==> config.mk <==
export PLATFORM = sky130hd
export DESIGN_NAME = regmap_arb
export DESIGN_NICKNAME = d
export VERILOG_FILES = /design/src/rtl/regmap_pckg.sv /design/src/rtl/del_chain.sv /design/src/rtl/regmap_arb.sv
export SDC_FILE = /design/constraint.sdc
export NUM_CORES = 1
export LEC_CHECK = 0
export CAP_MARGIN = 20
export CORE_AREA = 2 2 124 126
export CTS_BUF_LIST = sky130_fd_sc_hd__clkbuf_4 sky130_fd_sc_hd__clkbuf_8
export CTS_CLUSTER_DIAMETER = 60
export DETAILED_ROUTE_END_ITERATION = 10
export DIE_AREA = 0 0 126 128
export PLACE_DENSITY_LB_ADDON = 0.08
export SLEW_MARGIN = 10
export SYNTH_ARGS = -nofsm -noshare
export SYNTH_HDL_FRONTEND = slang
export SYNTH_SLANG_ARGS = --single-unit
==> constraint.sdc <==
create_clock -name clk -period 4 [get_ports clk]
set_input_delay 0.8 -clock clk [delete_from_list [all_inputs] [get_ports clk]]
set_output_delay 0.8 -clock clk [all_outputs]
set_load 0.005 [all_outputs]
==> src/rtl/regmap_pckg.sv <==
// regmap_pckg: shared widths, read latency and read-tag type for the regmap arbiter
package regmap_pckg;
  localparam int C_S_AXI_ADDR_WDT    = 16;
  localparam int C_REGMAP_DATA_WDT   = 32;
  localparam int C_S_AXI_STRB_WDT    = C_REGMAP_DATA_WDT / 8;
  localparam int C_REGMAP_ARB_RD_LAT = 2;
  typedef struct packed {
    logic valid;
    logic id;
  } rd_tag_t;
  localparam int RD_TAG_WDT = $bits(rd_tag_t);
endpackage

==> src/rtl/del_chain.sv <==
// del_chain: fixed-length shift register delaying a word by DEL_CYC_LEN cycles
module del_chain #(
  parameter int IN_WORD_WDT = 1,
  parameter int DEL_CYC_LEN = 1
) (
  input  logic                   clk,
  input  logic                   rst_n,
  input  logic [IN_WORD_WDT-1:0] in_word,
  output logic [IN_WORD_WDT-1:0] out_word
);
  logic [IN_WORD_WDT-1:0] sr [DEL_CYC_LEN];
  // shift one stage per cycle; reset flushes every stage
  always_ff @(posedge clk or negedge rst_n)
    if (!rst_n)
      for (int i = 0; i < DEL_CYC_LEN; i++) sr[i] <= '0;
    else begin
      sr[0] <= in_word;
      for (int i = 1; i < DEL_CYC_LEN; i++) sr[i] <= sr[i-1];
    end
  assign out_word = sr[DEL_CYC_LEN-1];
endmodule

==> src/rtl/regmap_arb.sv <==
// regmap_arb: two-requester round-robin arbiter for regmap read and write channels
module regmap_arb
  import regmap_pckg::*;
#(
  parameter int ADDR_WDT = C_S_AXI_ADDR_WDT,
  parameter int DATA_WDT = C_REGMAP_DATA_WDT,
  parameter int STRB_WDT = C_S_AXI_STRB_WDT,
  parameter int RD_LAT   = C_REGMAP_ARB_RD_LAT
) (
  input  logic                clk,
  input  logic                rst_n,
  input  logic                req0_rd_en,
  input  logic [ADDR_WDT-1:0] req0_rd_addr,
  output logic                req0_rd_gnt,
  output logic [DATA_WDT-1:0] req0_rd_data,
  output logic                req0_rd_val,
  input  logic                req0_wr_en,
  input  logic [ADDR_WDT-1:0] req0_wr_addr,
  input  logic [DATA_WDT-1:0] req0_wr_data,
  input  logic [STRB_WDT-1:0] req0_wr_strb,
  output logic                req0_wr_gnt,
  input  logic                req1_rd_en,
  input  logic [ADDR_WDT-1:0] req1_rd_addr,
  output logic                req1_rd_gnt,
  output logic [DATA_WDT-1:0] req1_rd_data,
  output logic                req1_rd_val,
  input  logic                req1_wr_en,
  input  logic [ADDR_WDT-1:0] req1_wr_addr,
  input  logic [DATA_WDT-1:0] req1_wr_data,
  input  logic [STRB_WDT-1:0] req1_wr_strb,
  output logic                req1_wr_gnt,
  output logic                rm_rd_en,
  output logic [ADDR_WDT-1:0] rm_rd_addr,
  input  logic [DATA_WDT-1:0] rm_rd_data,
  input  logic                rm_rd_val,
  output logic                rm_wr_en,
  output logic [ADDR_WDT-1:0] rm_wr_addr,
  output logic [DATA_WDT-1:0] rm_wr_data,
  output logic [STRB_WDT-1:0] rm_wr_strb,
  output logic                err_orphan_rd
);
  logic                rd_last, wr_last, rd_id, wr_id, rd_go, wr_go, rd_id_q, hit;
  logic [ADDR_WDT-1:0] rd_addr_sel, wr_addr_sel;
  rd_tag_t             tag_in, tag_out;
  // pick the requester not granted last; a read colliding with a granted write waits a cycle
  always_comb begin
    rd_id       = req1_rd_en & (~req0_rd_en | ~rd_last);
    wr_id       = req1_wr_en & (~req0_wr_en | ~wr_last);
    rd_addr_sel = rd_id ? req1_rd_addr : req0_rd_addr;
    wr_addr_sel = wr_id ? req1_wr_addr : req0_wr_addr;
    wr_go       = rst_n & (req0_wr_en | req1_wr_en);
    rd_go       = rst_n & (req0_rd_en | req1_rd_en) & ~(wr_go & (wr_addr_sel == rd_addr_sel));
  end
  assign req0_rd_gnt = rd_go & ~rd_id;
  assign req1_rd_gnt = rd_go & rd_id;
  assign req0_wr_gnt = wr_go & ~wr_id;
  assign req1_wr_gnt = wr_go & wr_id;
  // register the granted command onto the regmap and advance the pointers
  always_ff @(posedge clk or negedge rst_n)
    if (!rst_n) begin
      rd_last    <= 1'b1;
      wr_last    <= 1'b1;
      rm_rd_en   <= 1'b0;
      rm_rd_addr <= '0;
      rd_id_q    <= 1'b0;
      rm_wr_en   <= 1'b0;
      rm_wr_addr <= '0;
      rm_wr_data <= '0;
      rm_wr_strb <= '0;
    end else begin
      rm_rd_en <= rd_go;
      rm_wr_en <= wr_go;
      if (rd_go) begin
        rd_last    <= rd_id;
        rd_id_q    <= rd_id;
        rm_rd_addr <= rd_addr_sel;
      end
      if (wr_go) begin
        wr_last    <= wr_id;
        rm_wr_addr <= wr_addr_sel;
        rm_wr_data <= wr_id ? req1_wr_data : req0_wr_data;
        rm_wr_strb <= wr_id ? req1_wr_strb : req0_wr_strb;
      end
    end
  assign tag_in = '{valid: rm_rd_en, id: rd_id_q};
  del_chain #(.IN_WORD_WDT(RD_TAG_WDT), .DEL_CYC_LEN(RD_LAT)) u_tag_chain (
    .clk     (clk),
    .rst_n   (rst_n),
    .in_word (tag_in),
    .out_word(tag_out)
  );
  assign hit = tag_out.valid & rm_rd_val;
  // route returning data to the tagged requester; flag data nobody asked for
  always_ff @(posedge clk or negedge rst_n)
    if (!rst_n) begin
      req0_rd_val   <= 1'b0;
      req1_rd_val   <= 1'b0;
      req0_rd_data  <= '0;
      req1_rd_data  <= '0;
      err_orphan_rd <= 1'b0;
    end else begin
      req0_rd_val   <= hit & ~tag_out.id;
      req1_rd_val   <= hit & tag_out.id;
      err_orphan_rd <= err_orphan_rd | (rm_rd_val & ~tag_out.valid);
      if (hit) begin
        req0_rd_data <= rm_rd_data;
        req1_rd_data <= rm_rd_data;
      end
    end
endmodule

==> impl_metrics.py, run 1 <==
metrics = {
    "job": {
        "maxCapViolCount": 0,
    },
    "power_and_ir_drop": {
        "sw_frac_of_total_pct": 27.1,
        "power.leakage_nw": 3.78,
        "combPwrFrac_pct": 34.7,
        "p_clk_share_pct": 21.6,
        "p_seq_share_pct": 43.7,
        "power.density_mw_per_mm2": 370,
        "netSwitchingPower_w": 0.000883,
        "ir_drop_v": 0.000187,
        "p_int_w": 0.00238,
    },
    "worst_setup_path": {
        "worst_r2r_path_depth": 12,
        "r2r-start": "wr_last",
        "r2r_slack_ps": 1300,
        "cp_data_required_time_ps": 3200,
        "cp_cell_sequence": "dlygate4sd2_1 -> a21boi_4 -> buf_12 -> buf_16 -> buf_12 -> mux2i_4 -> xnor2_1 -> nand3_1 -> nor4_2 -> buf_4 -> a31oi_2 -> and2_1 -> dlygate4sd2_1",
        "r2r_end": "rd_id_q",
        "worstSetupStartpointType": "input port",
        "end_kind": "primary output",
        "crit_slowest_cell": "dlygate4sd2_1",
        "critPathKind": "input port to primary output",
        "crit_fanout": 5,
        "cp.arrival_ps": 3030,
        "cpPeakStageDelay_ps": 270,
    },
    "timing": {
        "fmax_ghz": 0.261,
        "period_minus_slack_ps": 3830,
        "setup_viol": 0,
        "min_period_over_period_pct": 95.7,
        "finalMaxSlewViolations": 0,
        "max_slew_margin_pct": 52.6,
        "holdWs_ps": 365,
        "clock_skew_ps": 6.62,
        "worst_slew_pin_slew_ps": 712,
        "hold_viol": 0,
    },
    "yosys": {
        "syn_nets": 583,
        "yosysWarnings": 0,
        "ys_types": 28,
        "avgSynthCellArea_um2": 12.2,
        "synth_area_leaders": "dfrtp_1, mux2i_1, mux2_2",
        "ys_ff_latch": 112,
        "syn-instance-count": 408,
        "syn_area_mm2": 0.00499,
        "synth-seq-area-share_pct": 56.2,
        "synth_top_area_share_pct": 55.2,
        "synth.largest_area_cell": "dfrtp_1",
    },
    "global_route": {
        "grt_max_degree": 70,
        "grt_pass1_wl_um": 25400,
        "gr-total-overflow": 0,
        "track_usage_pct": 20.5,
        "antenna_found_initial": 0,
        "grt_pass1_vias": 4593,
    },
    "routing": {
        "drc": 0,
        "vias": 4334,
        "firstDrtPassIters": 7,
        "drt_iter0_markers": 284,
        "ant_nets": 0,
        "wl_per_cell_um": 18.6,
        "finalWirelength_um": 16700,
        "routed_via_density": 4.82,
    },
    "placed_design": {
        "placed_area_mm2": 0.00823,
        "gp_congestion": 0.828,
        "numPortBuffers": 315,
        "dp_hpwl_um": 12600,
    },
    "floorplanning": {
        "core.rowCount": 45,
        "initial_utilization_pct": 33.6,
        "die_x_um": 126,
        "fp.dieH_um": 128,
        "coreArea_mm2": 0.0149,
        "pin_count": 316,
        "die_area_mm2": 0.0161,
    },
    "clock_tree": {
        "cts-root-buf": "clkbuf_8",
        "cts_tree": "built",
        "cts_hold_buffers": 0,
        "clkLatencyLatePin_ps": 370,
        "cts_htree_levels": 3,
        "clk_pin_slew_ps": 100,
        "numCtsBuffers": 9,
        "cts_sinks": 112,
        "clockBufferDepth": 2,
    },
    "cells_and_area": {
        "nets": 881,
        "antenna_cells": 0,
        "drive_above_1_share_pct": 15.8,
        "syn_to_final_growth_pct": 76.6,
        "stdcell_area_mm2": 0.00881,
        "fillers": 1219,
    },
    "min_path": {
        "hold_end": "u_tag_chain.out_word[0]",
        "min_path_cells": 0,
        "worstHoldStart": "u_tag_chain.sr[2]",
        "hold_path.class": "register to register",
    },
    "status": {
        "outcome": "completed",
    },
}
## flip-flops by register name (all words and copies together) (netlist names)
name / cells
req0_rd_data: 32
req0_rd_val: 1
u_tag_chain.sr: 2
rd_last: 1
rm_wr_addr: 16
rm_rd_addr: 16
wr_last: 1
rm_wr_en: 1
rm_rd_en: 1
rm_wr_strb: 4
err_orphan_rd: 1
rd_id_q: 1
rm_wr_data: 32
req1_rd_val: 1
u_tag_chain.out_word: 2
## worst max-delay path: cells and delay by family
family                    cells  cell delay, ps
xor gates and xnor gates      1             130
AOI/OAI and AO/OA             2             310
and+or+nand+nor               3             530
muxes                         1             210
buffers and inverters         6            1050
## cell usage after synthesis
cell type	n
a21boi_2	2
a21o_1	2
a222oi_1	34
a31oi_1	1
a32oi_1	2
and2_1	2
and3_1	1
buf_1	3
buf_2	2
buf_4	35
buf_6	1
clkbuf_1	14
dfrtp_1	110
dfstp_2	2
inv_1	52
mux2_1	1
mux2_2	32
mux2_4	1
mux2i_1	48
nand2_1	21
nand3_1	1
nand4_1	3
nor2_1	2
nor2b_1	1
nor4_1	1
o21ai_0	17
o21ai_1	1
xnor2_1	16
## cell type report
class / instances / area [um2] / share of cell area, %
repair buffers: 342 / 3460 / 39.3
well taps: 188 / 235 / 2.67
clock inverters: 6 / 66.3 / 0.753
clock buffers: 10 / 138 / 1.56
multi-input cells: 189 / 1910 / 21.6
inverters: 52 / 195 / 2.22
flip-flops and latches: 112 / 2810 / 31.8
## metrics by stage
stage / worst slack (ps) / utilization (%) / cells / TNS, ps / total power, W
4_1_cts: 14.1 / 58.6 / 898 / 0 / 0.00329
5_1_grt: -4.73 / 59.3 / 899 / -4.73 / 0.00345
3_3_place_gp: -272 / 55.4 / 875 / -525 / 0.00250
6_report: 173 / 59.3 / 899 / 0 / 0.00326
3_5_place_dp: -281 / 55.4 / 875 / -544 / 0.00252
2_1_floorplan: 781 / - / 408 / 0 / 0.00182
## what timing repair did
action | in CTS | in global routing
endpoints found under the hold margin | 0 | 0
setup buffers | 5 | 2
setup endpoints to repair | 2 | 2
pin swaps | 10 | 5
cloned | 2 | 0
gates resized for setup | 42 | 14
## cell usage in the layout, fill, tap and decap left out, drive strengths merged, types with 2 or more instances in the layout
cell type,count
a21boi,2
a21o,2
a222oi,34
a32oi,2
and2,2
buf,28
clkbuf,10
clkdlybuf4s50,308
clkinv,3
dfrtp,110
dfstp,2
dlygate4sd2,4
inv,54
mux2,34
mux2i,48
nand2,21
nand4,3
nor2,2
o21ai,18
xnor2,16
## power groups by stage
stage / Sequential [W] / Combinational (W) / Clock [W]
global placement: 0.00144 / 0.00106 / 0
CTS: 0.00143 / 0.00113 / 0.000737
global route: 0.00145 / 0.00121 / 0.000784
detailed placement: 0.00145 / 0.00107 / 0
floorplan: 0.00144 / 0.000375 / 0
finish: 0.00143 / 0.00113 / 0.000705
## worst max-delay path by stage
stage,from,endpoint,depth (start not counted)
after CTS,req0_rd_en,req1_rd_gnt,11
final,req0_wr_en,req1_rd_gnt,13
after detailed placement,req1_rd_en,req1_rd_gnt,11
after global routing,req0_wr_en,req1_rd_gnt,13
after global placement,req1_rd_en,req1_rd_gnt,11
after floorplan,req1_wr_en,req1_rd_gnt,9
## layer usage
| layer | global-route usage [%] | wire [um] | vias up |
|---|---|---|---|
| met5 | 0 | 0 | - |
| met3 | 5.55 | 1300 | 25 |
| met1 | 23.5 | 6450 | 2090 |
| met2 | 36.4 | 8600 | 222 |
| li1 | - | - | 1997 |
| met4 | 7.95 | 386 | 0 |
## kinds of logic (layout without fill, tap and decap cells)
logic type                count (synthesis)  in the layout  share of synthesized area, %
and+or+nand+nor                          32             32                          2.83
muxes                                    82             82                          17.4
AOI/OAI and AO/OA                        59             59                          9.86
xor gates and xnor gates                 16             16                          2.81
DFF                                     112            112                          56.2
buffers and inverters                   107            410                          10.9
Power figures use the tool's default switching activity.
==> run 2: changes to the inputs <==
--- a/config.mk
+++ b/config.mk
@@ -7,7 +7,7 @@
 export LEC_CHECK = 0
 export CAP_MARGIN = 20
 export CORE_AREA = 2 2 124 126
-export CTS_BUF_LIST = sky130_fd_sc_hd__clkbuf_4 sky130_fd_sc_hd__clkbuf_8
+export CTS_BUF_LIST = sky130_fd_sc_hd__clkbuf_4
 export CTS_CLUSTER_DIAMETER = 60
 export DETAILED_ROUTE_END_ITERATION = 10
 export DIE_AREA = 0 0 126 128
==> impl_metrics.py, run 2 (synthesized netlist as in run 1, its figures left out) <==
metrics = {
    "global_route": {
        "track_usage_pct": 20.5,
        "antenna_found_initial": 1,
        "gr-total-overflow": 0,
        "grt_pass1_vias": 4600,
        "grt_pass1_wl_um": 25400,
        "grt_max_degree": 70,
    },
    "timing": {
        "min_period_over_period_pct": 95.5,
        "max_slew_margin_pct": 52.3,
        "worst_slew_pin_slew_ps": 715,
        "fin_tns_setup_ps": 0,
        "clock_skew_ps": 7.92,
        "setup_viol": 0,
        "finalMaxSlewViolations": 0,
        "worst_slack_ps": 179,
        "fmax_ghz": 0.262,
        "hold_viol": 0,
        "period_minus_slack_ps": 3820,
    },
    "placed_design": {
        "dp_cells": 875,
        "numPortBuffers": 315,
        "dp_hpwl_um": 12600,
        "gp_congestion": 0.828,
        "pre_cts_slack_ps": -281,
    },
    "cells_and_area": {
        "stdcell_count": 901,
        "final-seq-area_mm2": 0.00281,
        "most-common-layout-cells": "clkdlybuf4s50_1, dfrtp_1, inv_1",
        "drive_above_1_share_pct": 15.6,
        "multi_input_area_mm2": 0.00191,
        "top_regs": "req0_rd_data: 32 flops, rm_wr_data: 32 flops",
        "nets": 881,
        "fillers": 1230,
        "syn_to_final_growth_pct": 75.4,
        "final_common_cell": "clkdlybuf4s50_1",
    },
    "worst_setup_path": {
        "crit_fanout": 5,
        "cp.arrival_ps": 3020,
        "worstSetupStartpointType": "input port",
        "r2r-start": "wr_last",
        "startpoint": "req0_wr_en",
        "critPathKind": "input port to primary output",
        "cp_data_required_time_ps": 3200,
        "end_kind": "primary output",
    },
    "floorplanning": {
        "core.rowCount": 45,
        "pin_count": 316,
        "initial_utilization_pct": 33.6,
        "fp.dieH_um": 128,
        "coreArea_mm2": 0.0149,
        "die_x_um": 126,
        "die_area_mm2": 0.0161,
    },
    "routing": {
        "wl_per_cell_um": 18.7,
        "drc": 0,
        "routed-wl-met3_um": 1300,
        "met2_length_um": 8660,
        "dr.max_layer_used": "met4",
        "drt_iter0_markers": 233,
        "vias": 4358,
        "ant_nets": 0,
        "finalWirelength_um": 16800,
        "firstDrtPassIters": 7,
        "wl_met1_um": 6340,
        "routed_via_density": 4.84,
    },
    "clock_tree": {
        "numCtsBuffers": 9,
        "clkLatencyLatePin_ps": 460,
        "cts_tree": "built",
        "cts_sinks": 112,
        "cts_htree_levels": 3,
        "clk_pin_slew_ps": 160,
        "clockBufferDepth": 2,
        "cts-root-buf": "clkbuf_4",
    },
    "power_and_ir_drop": {
        "p_clk_share_pct": 18.4,
        "ir_drop_v": 0.000180,
        "sw_frac_of_total_pct": 27.9,
        "combPwrFrac_pct": 36.1,
        "power.density_mw_per_mm2": 358,
        "p_int_w": 0.00226,
        "power.leakage_nw": 3.75,
        "netSwitchingPower_w": 0.000873,
        "p_seq_share_pct": 45.5,
    },
    "min_path": {
        "hold_path.class": "input port to async pin",
    },
    "job": {
        "maxCapViolCount": 0,
    },
    "status": {
        "outcome": "completed",
    },
}
[run 2: worst paths after layout]
check                      cells past startpoint                      end  slack, ps
setup / recovery                              13              req1_rd_gnt        180
hold / removal                                 1           rm_wr_data[31]        260
setup reg to reg                              12                  rd_id_q       1300
hold reg to reg                                0  u_tag_chain.out_word[1]        380
max in group asynchronous                      2         req0_rd_data[27]       2650
min in group clk                               0  u_tag_chain.out_word[1]        380
[run 2: worst max-delay path: stages]
cell and delay (ps):
dlygate4sd2_1 270, a21boi_4 210, buf_12 140, buf_16 120, buf_12 110, mux2i_4 210, xnor2_1 130, nand3_1 120
nor4_2 260, buf_4 150, a31oi_2 100, and2_1 150, dlygate4sd2_1 260
[run 2: layout make-up]
cell class                 instances  share of cell area, %
tap                              188                   2.69
antenna                            2                 0.0572
sequential                       112                   32.1
inverter                          52                   2.23
clock buffer                       9                  0.772
timing repair buffer             342                   39.6
clock inverter                     7                  0.801
multi-input combinational        189                   21.8
[run 2: stage by stage]
step | total power [W] | area, um2 | util [%] | hold WS [ps]
after floorplan | 0.00182 | 4990 | - | 331
after global placement | 0.00250 | 8230 | 55.4 | 334
after detailed placement | 0.00252 | 8230 | 55.4 | 345
after CTS | 0.00316 | 8640 | 58.1 | 238
after global routing | 0.00332 | 8750 | 58.9 | 228
final | 0.00313 | 8750 | 58.9 | 264
[run 2: what timing repair did]
action                     in CTS  in global routing
pin swaps                      10                  5
resized for setup              42                 14
setup buffers                   5                  2
setup endpoints to repair       2                  2
hold buffers                    0                  0
hold endpoints to repair        0                  0
gates cloned                    2                  0
[run 2: power groups by stage]
stage / sequential, W / combinational, W / clock [W]
after global routing: 0.00145 / 0.00121 / 0.000654
after global placement: 0.00144 / 0.00106 / 0
after floorplan: 0.00144 / 0.000375 / 0
after CTS: 0.00143 / 0.00113 / 0.000608
final: 0.00143 / 0.00113 / 0.000576
after detailed placement: 0.00145 / 0.00107 / 0
[run 2: layer usage]
metal  GRT usage (%)  vias up
li1                -     2000
met4            8.53        0
met2            36.0      234
met3            6.01       32
met5               0        -
met1            23.5     2092
==> run 3: changes to the inputs <==
--- a/config.mk
+++ b/config.mk
@@ -11,7 +11,9 @@
 export CTS_CLUSTER_DIAMETER = 60
 export DETAILED_ROUTE_END_ITERATION = 10
 export DIE_AREA = 0 0 126 128
+export DONT_BUFFER_PORTS = 1
 export PLACE_DENSITY_LB_ADDON = 0.08
+export REMOVE_ABC_BUFFERS = 1
 export SLEW_MARGIN = 10
 export SYNTH_ARGS = -nofsm -noshare
 export SYNTH_HDL_FRONTEND = slang
==> impl_metrics.py, run 3 (synthesized netlist as in run 1, its figures left out) <==
metrics = {
    "cells_and_area": {
        "fillers": 1501,
        "multi_input_area_mm2": 0.00167,
        "syn_to_final_growth_pct": 2.86,
        "most-common-layout-cells": "dfrtp_1, inv_1, mux2i_1",
        "final-seq-area_mm2": 0.00281,
        "nets": 548,
        "top_regs": "req0_rd_data: 32 flops, rm_wr_data: 32 flops",
        "final_common_cell": "dfrtp_1",
        "stdcell_count": 567,
        "drive_above_1_share_pct": 17.2,
    },
    "routing": {
        "finalWirelength_um": 12800,
        "routed_via_density": 5.33,
        "vias": 3021,
        "drc": 0,
        "firstDrtPassIters": 8,
        "drt_iter0_markers": 232,
        "wl_per_cell_um": 22.5,
        "ant_nets": 0,
    },
    "placed_design": {
        "dp_hpwl_um": 9330,
        "dp_cells": 549,
        "gp_congestion": 0.789,
        "numPortBuffers": 0,
    },
    "worst_setup_path": {
        "end_kind": "primary output",
        "critPathKind": "register to primary output",
        "r2r-start": "rd_last",
        "cp.arrival_ps": 2620,
        "cp_data_required_time_ps": 3200,
        "worstSetupStartpointType": "register",
        "r2r_slack_ps": 1320,
        "crit_fanout": 20,
        "worst_r2r_path_depth": 9,
        "r2r_end": "rd_id_q",
    },
    "timing": {
        "finalMaxSlewViolations": 0,
        "setup_viol": 0,
        "fin_tns_setup_ps": 0,
        "max_slew_margin_pct": 58.6,
        "fmax_ghz": 0.292,
        "worst_slew_pin_slew_ps": 621,
        "clock_skew_ps": 24.5,
        "min_period_over_period_pct": 85.5,
        "period_minus_slack_ps": 3420,
        "rsz0062_at_grt": "false",
        "hold_viol": 0,
    },
    "power_and_ir_drop": {
        "p_int_w": 0.00163,
        "sw_frac_of_total_pct": 31.5,
        "ir_drop_v": 0.000133,
        "power.density_mw_per_mm2": 465,
        "netSwitchingPower_w": 0.000752,
        "p_seq_share_pct": 62.6,
        "combPwrFrac_pct": 15.1,
        "p_clk_share_pct": 22.3,
        "power.leakage_nw": 2.39,
    },
    "clock_tree": {
        "cts_htree_levels": 3,
        "clk_pin_slew_ps": 170,
        "clockBufferDepth": 2,
        "cts-root-buf": "clkbuf_4",
        "cts_sinks": 112,
        "cts_tree": "built",
        "clkLatencyLatePin_ps": 460,
        "postCtsSetupBuffers": 0,
        "cts_hold_buffers": 1,
        "numCtsBuffers": 9,
        "cts_resized": 0,
    },
    "global_route": {
        "gr-total-overflow": 0,
        "grt_pass1_wl_um": 18300,
        "track_usage_pct": 15.2,
        "antenna_found_initial": 2,
        "grt_pass1_vias": 3092,
        "grt_max_degree": 111,
    },
    "floorplanning": {
        "core.rowCount": 45,
        "coreArea_mm2": 0.0149,
        "die_x_um": 126,
        "fp.dieH_um": 128,
        "pin_count": 316,
        "initial_utilization_pct": 33.6,
        "die_area_mm2": 0.0161,
    },
    "job": {
        "maxCapViolCount": 0,
    },
    "status": {
        "outcome": "completed",
    },
    "min_path": {
        "hold_path.class": "input port to async pin",
    },
}
run 3: power groups by stage:
stage                     sequential (W)  clock, W  combinational [W]
after floorplan                  0.00146         0           0.000278
after global placement           0.00152         0           0.000337
after detailed placement         0.00152         0           0.000347
after CTS                        0.00150  0.000572           0.000373
after global routing             0.00152  0.000610           0.000416
final                            0.00149  0.000531           0.000361
run 3: worst max-delay path, cell delays in order, from the launching register on:
cell and delay, ps:
dfstp_2 410, a21boi_2 100, buf_4 330, mux2i_1 310, xnor2_1 170, nand4_1 150, nor4_1 350, a31oi_2 150
and2_1 190
run 3: how the worst max path moves through the flow:
stage                           from           to  slack, ps  depth (start not counted)
after floorplan           req1_wr_en  req1_rd_gnt      -1670                          4
after global placement    req1_wr_en  req1_rd_gnt        640                          8
after detailed placement  req1_rd_en  req1_rd_gnt        600                          8
after CTS                    wr_last  req1_rd_gnt        490                          8
after global routing         rd_last  req1_rd_gnt        380                          8
final                        rd_last  req1_rd_gnt        580                          8
run 3: layout make-up:
cell class,instances,share of cell area (%)
Sequential cell,112,54.7
Multi-Input combinational cell,189,32.5
Tap cell,188,4.58
Inverter,52,3.80
Timing Repair Buffer,9,1.95
Clock buffer,10,1.46
Clock inverter,6,0.975
Antenna cell,1,0.0488
run 3: through the flow:
step	worst slack [ps]	cell area [um2]	util, %	total power (W)	hold slack [ps]
global route	380	5130	34.5	0.00255	87.2
global placement	640	4980	33.5	0.00186	336
finish	579	5130	34.5	0.00239	154
floorplan	-1670	4640	-	0.00173	331
CTS	490	5130	34.5	0.00244	90.9
detailed placement	604	4980	33.5	0.00187	340
run 3: layer usage:
metal	vias to the layer above	routed length, um	track usage [%]
li1	1325	-	-
met1	1488	4690	17.6
met2	192	6570	25.6
met3	14	1250	5.72
met4	2	225	6.46
met5	-	16	0
